===== src/rtl/proximity_events.sv =====
// Turns the ranger's near/mid/far level flags into a debounced zone code and the
// touch (near-hold) and approach (far->mid->near gesture) interaction pulses.
module proximity_events #(
  parameter int STABLE_CYCLES = 250000,
  parameter int HOLD_CYCLES   = 100000000,
  parameter int WINDOW_CYCLES = 75000000
) (
  input  logic       clk,
  input  logic       rst_n,
  input  logic       level1,
  input  logic       level2,
  input  logic       level3,
  output logic [1:0] zone,
  output logic       zone_change,
  output logic       touch,
  output logic       approach,
  output logic [1:0] gesture_state
);

  localparam int DW = $clog2(STABLE_CYCLES) + 1;
  localparam int HW = $clog2(HOLD_CYCLES) + 1;
  localparam int WW = $clog2(WINDOW_CYCLES) + 1;

  localparam logic [DW-1:0] STABLE_V  = DW'(STABLE_CYCLES);
  localparam logic [HW-1:0] HOLD_V    = HW'(HOLD_CYCLES);
  localparam logic [HW-1:0] HOLD_LAST = HW'(HOLD_CYCLES - 1);
  localparam logic [WW-1:0] WIN_LAST  = WW'(WINDOW_CYCLES - 1);

  localparam logic [1:0] Z_NONE = 2'd0;
  localparam logic [1:0] Z_NEAR = 2'd1;
  localparam logic [1:0] Z_MID  = 2'd2;
  localparam logic [1:0] Z_FAR  = 2'd3;

  typedef enum logic [1:0] {
    IDLE    = 2'd0,
    SAW_FAR = 2'd1,
    SAW_MID = 2'd2
  } gstate_t;

  // Stage p0/p1: two-flop synchroniser, bit 0 = near, bit 2 = far
  logic [2:0] sync_p0, sync_p1;

  always_ff @(posedge clk or negedge rst_n) begin
    if (!rst_n) begin
      sync_p0 <= 3'b000;
      sync_p1 <= 3'b000;
    end else begin
      sync_p0 <= {level3, level2, level1};
      sync_p1 <= sync_p0;
    end
  end

  // Nearest asserted band wins when the ranger reports several at once
  logic [1:0] decoded;

  always_comb begin
    decoded = Z_NONE;
    if (sync_p1[0])      decoded = Z_NEAR;
    else if (sync_p1[1]) decoded = Z_MID;
    else if (sync_p1[2]) decoded = Z_FAR;
  end

  // Stage p2: debounce candidate and accepted zone
  logic [1:0]    cand;
  logic [DW-1:0] dcnt;

  always_ff @(posedge clk or negedge rst_n) begin
    if (!rst_n) begin
      cand        <= Z_NONE;
      dcnt        <= '0;
      zone        <= Z_NONE;
      zone_change <= 1'b0;
    end else begin
      if (decoded != cand) begin
        cand <= decoded;
        dcnt <= DW'(1);
      end else if (dcnt < STABLE_V) begin
        dcnt <= dcnt + DW'(1);
      end
      if (dcnt == STABLE_V && cand != zone) begin
        zone        <= cand;
        zone_change <= 1'b1;
      end else begin
        zone_change <= 1'b0;
      end
    end
  end

  // Touch hold: saturating counter so only one pulse per NEAR residency
  logic [HW-1:0] hcnt;

  always_ff @(posedge clk or negedge rst_n) begin
    if (!rst_n) begin
      hcnt  <= '0;
      touch <= 1'b0;
    end else if (zone != Z_NEAR) begin
      hcnt  <= '0;
      touch <= 1'b0;
    end else begin
      if (hcnt < HOLD_V) hcnt <= hcnt + HW'(1);
      touch <= (hcnt == HOLD_LAST);
    end
  end

  // Approach gesture FSM
  gstate_t       state, state_next;
  logic [WW-1:0] wcnt, wcnt_next;
  logic          approach_next;

  always_ff @(posedge clk or negedge rst_n) begin
    if (!rst_n) begin
      state    <= IDLE;
      wcnt     <= '0;
      approach <= 1'b0;
    end else begin
      state    <= state_next;
      wcnt     <= wcnt_next;
      approach <= approach_next;
    end
  end

  // A qualifying zone change takes precedence over the window timeout
  always_comb begin
    state_next    = state;
    wcnt_next     = (state == IDLE) ? '0 : wcnt + WW'(1);
    approach_next = 1'b0;
    case (state)
      IDLE: begin
        if (zone_change && zone == Z_FAR) begin
          state_next = SAW_FAR;
          wcnt_next  = '0;
        end
      end
      SAW_FAR: begin
        if (zone_change) begin
          if (zone == Z_MID) state_next = SAW_MID;
          else               state_next = IDLE;
        end else if (wcnt == WIN_LAST) begin
          state_next = IDLE;
        end
      end
      SAW_MID: begin
        if (zone_change) begin
          if (zone == Z_NEAR) begin
            approach_next = 1'b1;
            state_next    = IDLE;
          end else if (zone == Z_FAR) begin
            state_next = SAW_FAR;
            wcnt_next  = '0;
          end else begin
            state_next = IDLE;
          end
        end else if (wcnt == WIN_LAST) begin
          state_next = IDLE;
        end
      end
      default: state_next = IDLE;
    endcase
  end

  assign gesture_state = state;

endmodule


===== config.mk =====
export PLATFORM = sky130hd
export DESIGN_NAME = proximity_events
export DESIGN_NICKNAME = d
export VERILOG_FILES = /design/src/rtl/proximity_events.sv
export SDC_FILE = /design/constraint.sdc
export NUM_CORES = 1
export LEC_CHECK = 0
export CAP_MARGIN = 30
export CORE_ASPECT_RATIO = 0.75
export CORE_MARGIN = 4
export CORE_UTILIZATION = 31
export DETAILED_ROUTE_END_ITERATION = 12
export SLEW_MARGIN = 20
export SYNTH_ARGS = -nofsm -noshare
export SYNTH_HDL_FRONTEND = slang
export SYNTH_SLANG_ARGS = --single-unit

===== constraint.sdc =====
create_clock -name clk -period 1.9 [get_ports clk]
set_input_delay 0.38 -clock clk [delete_from_list [all_inputs] [get_ports clk]]
set_output_delay 0.38 -clock clk [all_outputs]
set_load 0.1 [all_outputs]

**Word level (Yosys, flattened, before mapping)**

Index checks and enable logic that the tools add are counted.

- Word-level logic and storage cells: 59
- Bits in latches: 0
- Memories kept: 0
- Register bits: 90
- Output and inout bits: 7
- Bits in writable memories: 0
- Bits in read-only memories: 0

- Bitwise operators: 0
- Equality and inequality tests: 12
- $lt $le $gt $ge: 2
- Reductions and logical operators: 5
- $add $sub $neg: 3
- Shifts and indexed selects: 0
- Muxes and demuxes: 26
- Divide/modulo/power cells: 0
- Multipliers: 0

Operator list:

| kind | number |
|---|---|
| $mux W28 | 7 |
| $add A28 B1 Y28 const B | 2 |
| $eq A28 B27 Y1 const B | 2 |
| $pmux W28 S2 | 1 |
| $mux W19 | 2 |
| $lt A28 B27 Y1 const B | 1 |
| $add A19 B1 Y19 const B | 1 |
| $eq A19 B18 Y1 const B | 1 |
| $lt A19 B18 Y1 const B | 1 |
| $mux W2 | 8 |
| $mux W1 | 7 |
| $eq A2 B2 Y1 const B | 3 |
| $pmux W2 S3 | 1 |
| $eq A2 B1 Y1 const B | 2 |
| $ne A2 B1 Y1 const B | 2 |
| $ne A2 B2 Y1 | 2 |
| $reduce_bool A2 Y1 | 2 |
| $logic_and A1 B1 Y1 | 2 |
| $logic_not A2 Y1 | 1 |

**Longest topological paths before layout**

- Depth in word-level cells: 6
- Gate-level depth with buffers: 7
- Mapped depth without buffers: 6

**Least setup slack after synthesis**

No wires, ideal clock.

- Kind: register to register
- From: reg zone[1]
- To: reg wcnt[17]
- Required time: 1768 ps
- Setup time: 132 ps
- Arrival: 2043 ps
- Slack: -274 ps
- Cell stages (with the launch flop): 5
- Cells stage by stage: dfrtp_1 -> nand3_1 -> a21oi_1 -> clkbuf_1 -> nor2_1

- Cells in the longest elaborated chain, start to end: 5
- Elaborated cells between the ends (all ways): 8
- Those cells by class: 2 x eq/ne; 5 x mux; 1 x reduce/logical

Ends and longest elaborated chain:

| element | line | source |
|---|---|---|
| from (decl) | 13 | `output logic [1:0] zone,` |
| from (signal assigned) | 81 | `zone <= cand;` |
| $eq A2 B2 Y1 | 129, 147 |  |
| $mux W28 | 147 | `end else if (zone == Z_FAR) begin` |
| $mux W28 | 144 | `if (zone == Z_NEAR) begin` |
| $mux W28 | 143 | `if (zone_change) begin` |
| $pmux W28 S2 (*) | 127 | `case (state)` |
| net wcnt_next[17] | 107 | `logic [WW-1:0] wcnt, wcnt_next;` |
| to (signal assigned) | 117 | `wcnt <= wcnt_next;` |
| to (decl) | 107 |  |

Mark *: on every way through the listed nets, which the timed path passes. The rest lies on a longest branch.
A chain may end at the register's enable or synchronous reset.

**Final worst setup path**

- From: reg dcnt[9]
- To: reg dcnt[15]

- Cells in the longest elaborated chain, start to end: 3
- Elaborated cells between the ends (all ways): 5
- Those cells by class: 1 x add/sub; 1 x order compare; 2 x mux; 1 x reduce/logical

Ends and longest elaborated chain:

| element | line | source |
|---|---|---|
| from (decl) | 65 | `logic [DW-1:0] dcnt;` |
| from (signal assigned) | 78 | `dcnt <= dcnt + DW'(1);` |
| $add A19 B1 Y19 | 78 |  |
| $mux W19 | 77 | `end else if (dcnt < STABLE_V) begin` |
| $mux W19 | 74 | `if (decoded != cand) begin` |

Parallel ways exist; a longest one is shown, timed or not. The select of a mux whose other input is x is not followed.

==> impl_metrics.ini <==
[run_status]
outcome = finished, violations left
violations = setup timing

[power_and_ir_drop]
leakage_uw = 0.00233
p_per_area_nw_per_um2 = 648
peakVddDrop_mv = 0.470

[clocking]
worstSkewPairLatency_ns = 0.34
htreeDepth = 3
cts_buffers = 9
cts_buffer_depth = 2
cts_root_buf = clkbuf_16
clk_transition_reported_paths_ns = 0.07
cts_sinks = 90
cts_tree = built

[critical_path]
critPathArrivalTime_ns = 2.42
r2r_slack_ns = -0.24
path_class = register to register
cp_max_fo = 16
reg2reg_depth = 6
r2r-start = dcnt[9]
reg2reg_to = dcnt[15]
start_kind = register
endpoint_kind = register
cp.required_ns = 2.18

[grt]
grt_pass1_wl_mm = 19.3
first_global_vias = 3879
overflow = 0
grtUsageTotal_pct = 14.0
antenna_found_initial = 0
grt_max_degree = 34

[layout]
finalNonFillerCells = 751
drive_gt1_share_pct = 29.7
multi_input_area_um2 = 2410
final_cell_mix = 86 x dfrtp_1, 63 x buf_4, 36 x nor2_1
fillers = 1277
final_nets = 560
area_delta_synth_final_pct = 33.4
layout_commonest_cell = dfrtp_1
fin_util_pct = 43.1
insertedDiodeCount = 0
seq_area_um2 = 2260

[floorplan]
die_w_um = 148
start_util_pct = 32.4
placementRows = 37
core_um2 = 14000
ios = 12
fp.dieH_um = 113
die-area_um2 = 16700

[drt]
drc_errors = 0
wire_per_inst_um = 14.9
drtPass1Iterations = 5
drt_iter0_drc = 233
via_per_inst = 5.21
vias = 3909
routed_wl_mm = 11.2
ant_nets = 0

[logic_synthesis]
netlist_area_um2 = 4540
synth-main-ff-cell = dfrtp_1
yosysUniqueCellTypes = 48
yosys_warnings = 0
ys_ff_latch = 90
post_synth.cell_area_avg_um2 = 9.61
syn_nets = 481
async_flop_share_pct = 100
yosysSeqAreaShare_pct = 49.6
syn-instance-count = 472
synth_edf_count = 0

[timing]
post-route-min-period_ns = 2.14
fmax_mhz = 467
tns_ns = -3.44
rsz0062_at_grt = true
timing.final.crit_share_pct = 113
finalSetupViolations = 37
clock_skew_ns = 0.0106
slew_headroom_pct = 68.7
hold_violations = 0
layout_setup_ws_ns = -0.243
slew_viol_final = 0
worst_pin_slew_ns = 0.465

[flow_run]
cap_violations = 0

[worst_hold_path]
hold_depth = 0
hold_path.class = register to register
holdPathEnd = sync_p1[2]
worstHoldStart = sync_p0[2]

[place]
port_buffers = 11
placed_cells = 723
place_hpwl_mm = 7.45
gp_congestion = 0.843
state kept, by name, indices dropped and copies added, names as in the netlist:
name,cells
dcnt,19
hcnt,28
sync_p1,3
sync_p0,3
gesture_state,2
cand,2
wcnt,28
touch,1
zone,2
approach,1
zone_change,1
Yosys cell counts (all sizes together) (2+ instances only):
library cell | number | area [um^2]
and2 | 6 | 37.5
nand4 | 21 | 131
mux2 | 2 | 22.5
o21a | 2 | 15.0
or3 | 21 | 131
nor2 | 37 | 141
dfrtp | 90 | 2250
or4 | 18 | 139
inv | 12 | 45.0
nand2b | 4 | 25.0
and4 | 7 | 61.3
nand3 | 22 | 110
mux2i | 2 | 20.0
nor4 | 13 | 81.3
or2 | 3 | 18.8
nand2 | 38 | 143
nor2b | 5 | 31.3
o21ai | 24 | 120
and3 | 3 | 18.8
o31a | 4 | 35.0
a21oi | 37 | 185
xnor2 | 23 | 201
nor3 | 12 | 65.1
o31ai | 14 | 110
ha | 4 | 50.1
o2111ai | 2 | 17.5
clkbuf | 13 | 48.8
a21o | 3 | 22.5
buf | 6 | 35.0
xor2 | 9 | 78.8
o211ai | 3 | 22.5
nor4b | 4 | 50.1
how the worst max path moves through the flow:
stage | start | slack, ns | endpoint | cells after the start
after floorplan | dcnt[9] | -0.12 | dcnt[11] | 5
after global placement | dcnt[10] | -0.14 | dcnt[13] | 6
after detailed placement | hcnt[11] | -0.20 | hcnt[23] | 7
after CTS | dcnt[10] | -0.17 | dcnt[9] | 6
after global routing | dcnt[9] | -0.34 | dcnt[15] | 6
final | dcnt[9] | -0.24 | dcnt[15] | 6
kinds of logic after synthesis:
| logic type | after synthesis | share of synthesized area, % |
|---|---|---|
| AOI/OAI and AO/OA | 95 | 12.7 |
| buffers and inverters | 31 | 2.84 |
| DFF | 90 | 49.6 |
| adders and majority gates | 4 | 1.10 |
| xor gates and xnor gates | 32 | 6.18 |
| muxes | 4 | 0.937 |
| and+or+nand+nor | 216 | 26.6 |
report_power, final:
group	leakage [uW]	total [uW]	internal (uW)	switching, uW
Clock	0.000149	1840	1060	784
Sequential	0.00123	1940	1930	12.5
Combinational	0.000954	137	52.2	84.6
Total	0.00233	3920	3040	881
repair_timing:
item / CTS / global route
endpoints found under the setup margin: 41 / 52
pin swaps: 34 / 33
gates cloned: 3 / 1
hold endpoints to repair: 12 / 0
hold buffers: 1 / 0
setup buffers: 3 / 7
gates resized for setup: 24 / 56
cell type report:
| class | instances | area share (%) |
|---|---|---|
| Clock buffer | 10 | 3.95 |
| Clock inverter | 6 | 1.08 |
| Inverter | 12 | 0.744 |
| Multi-Input combinational cell | 351 | 39.8 |
| Sequential cell | 90 | 37.3 |
| Tap cell | 195 | 4.03 |
| Timing Repair Buffer | 87 | 13.1 |
through the flow:
stage | total power (uW) | instance area (um^2) | setup slack (ns) | hold WS [ns]
after global routing | 4070 | 6050 | -0.335 | 0.365
after detailed placement | 2120 | 5360 | -0.197 | 0.342
after floorplan | 2030 | 4550 | -0.125 | 0.0844
final | 3920 | 6050 | -0.243 | 0.353
after global placement | 2110 | 5360 | -0.140 | 0.359
after CTS | 3960 | 5790 | -0.169 | 0.356
critical path, cell delays in order (launching register included):
cell	delay, ns
dfrtp_1	0.38
or4_4	0.56
nor4b_4	0.39
nor2_4	0.08
buf_6	0.17
or4_1	0.41
nand2_1	0.08
routing by layer:
layer  track usage, %  share of wire (%)  up-vias
li1                 -                  -     1903
met1             19.8                 49     1924
met5                0                  0        -
met3             3.44                3.7       10
met2             21.4                 46       72
met4             4.35                1.2        0
(Power assumes the default switching activity.)
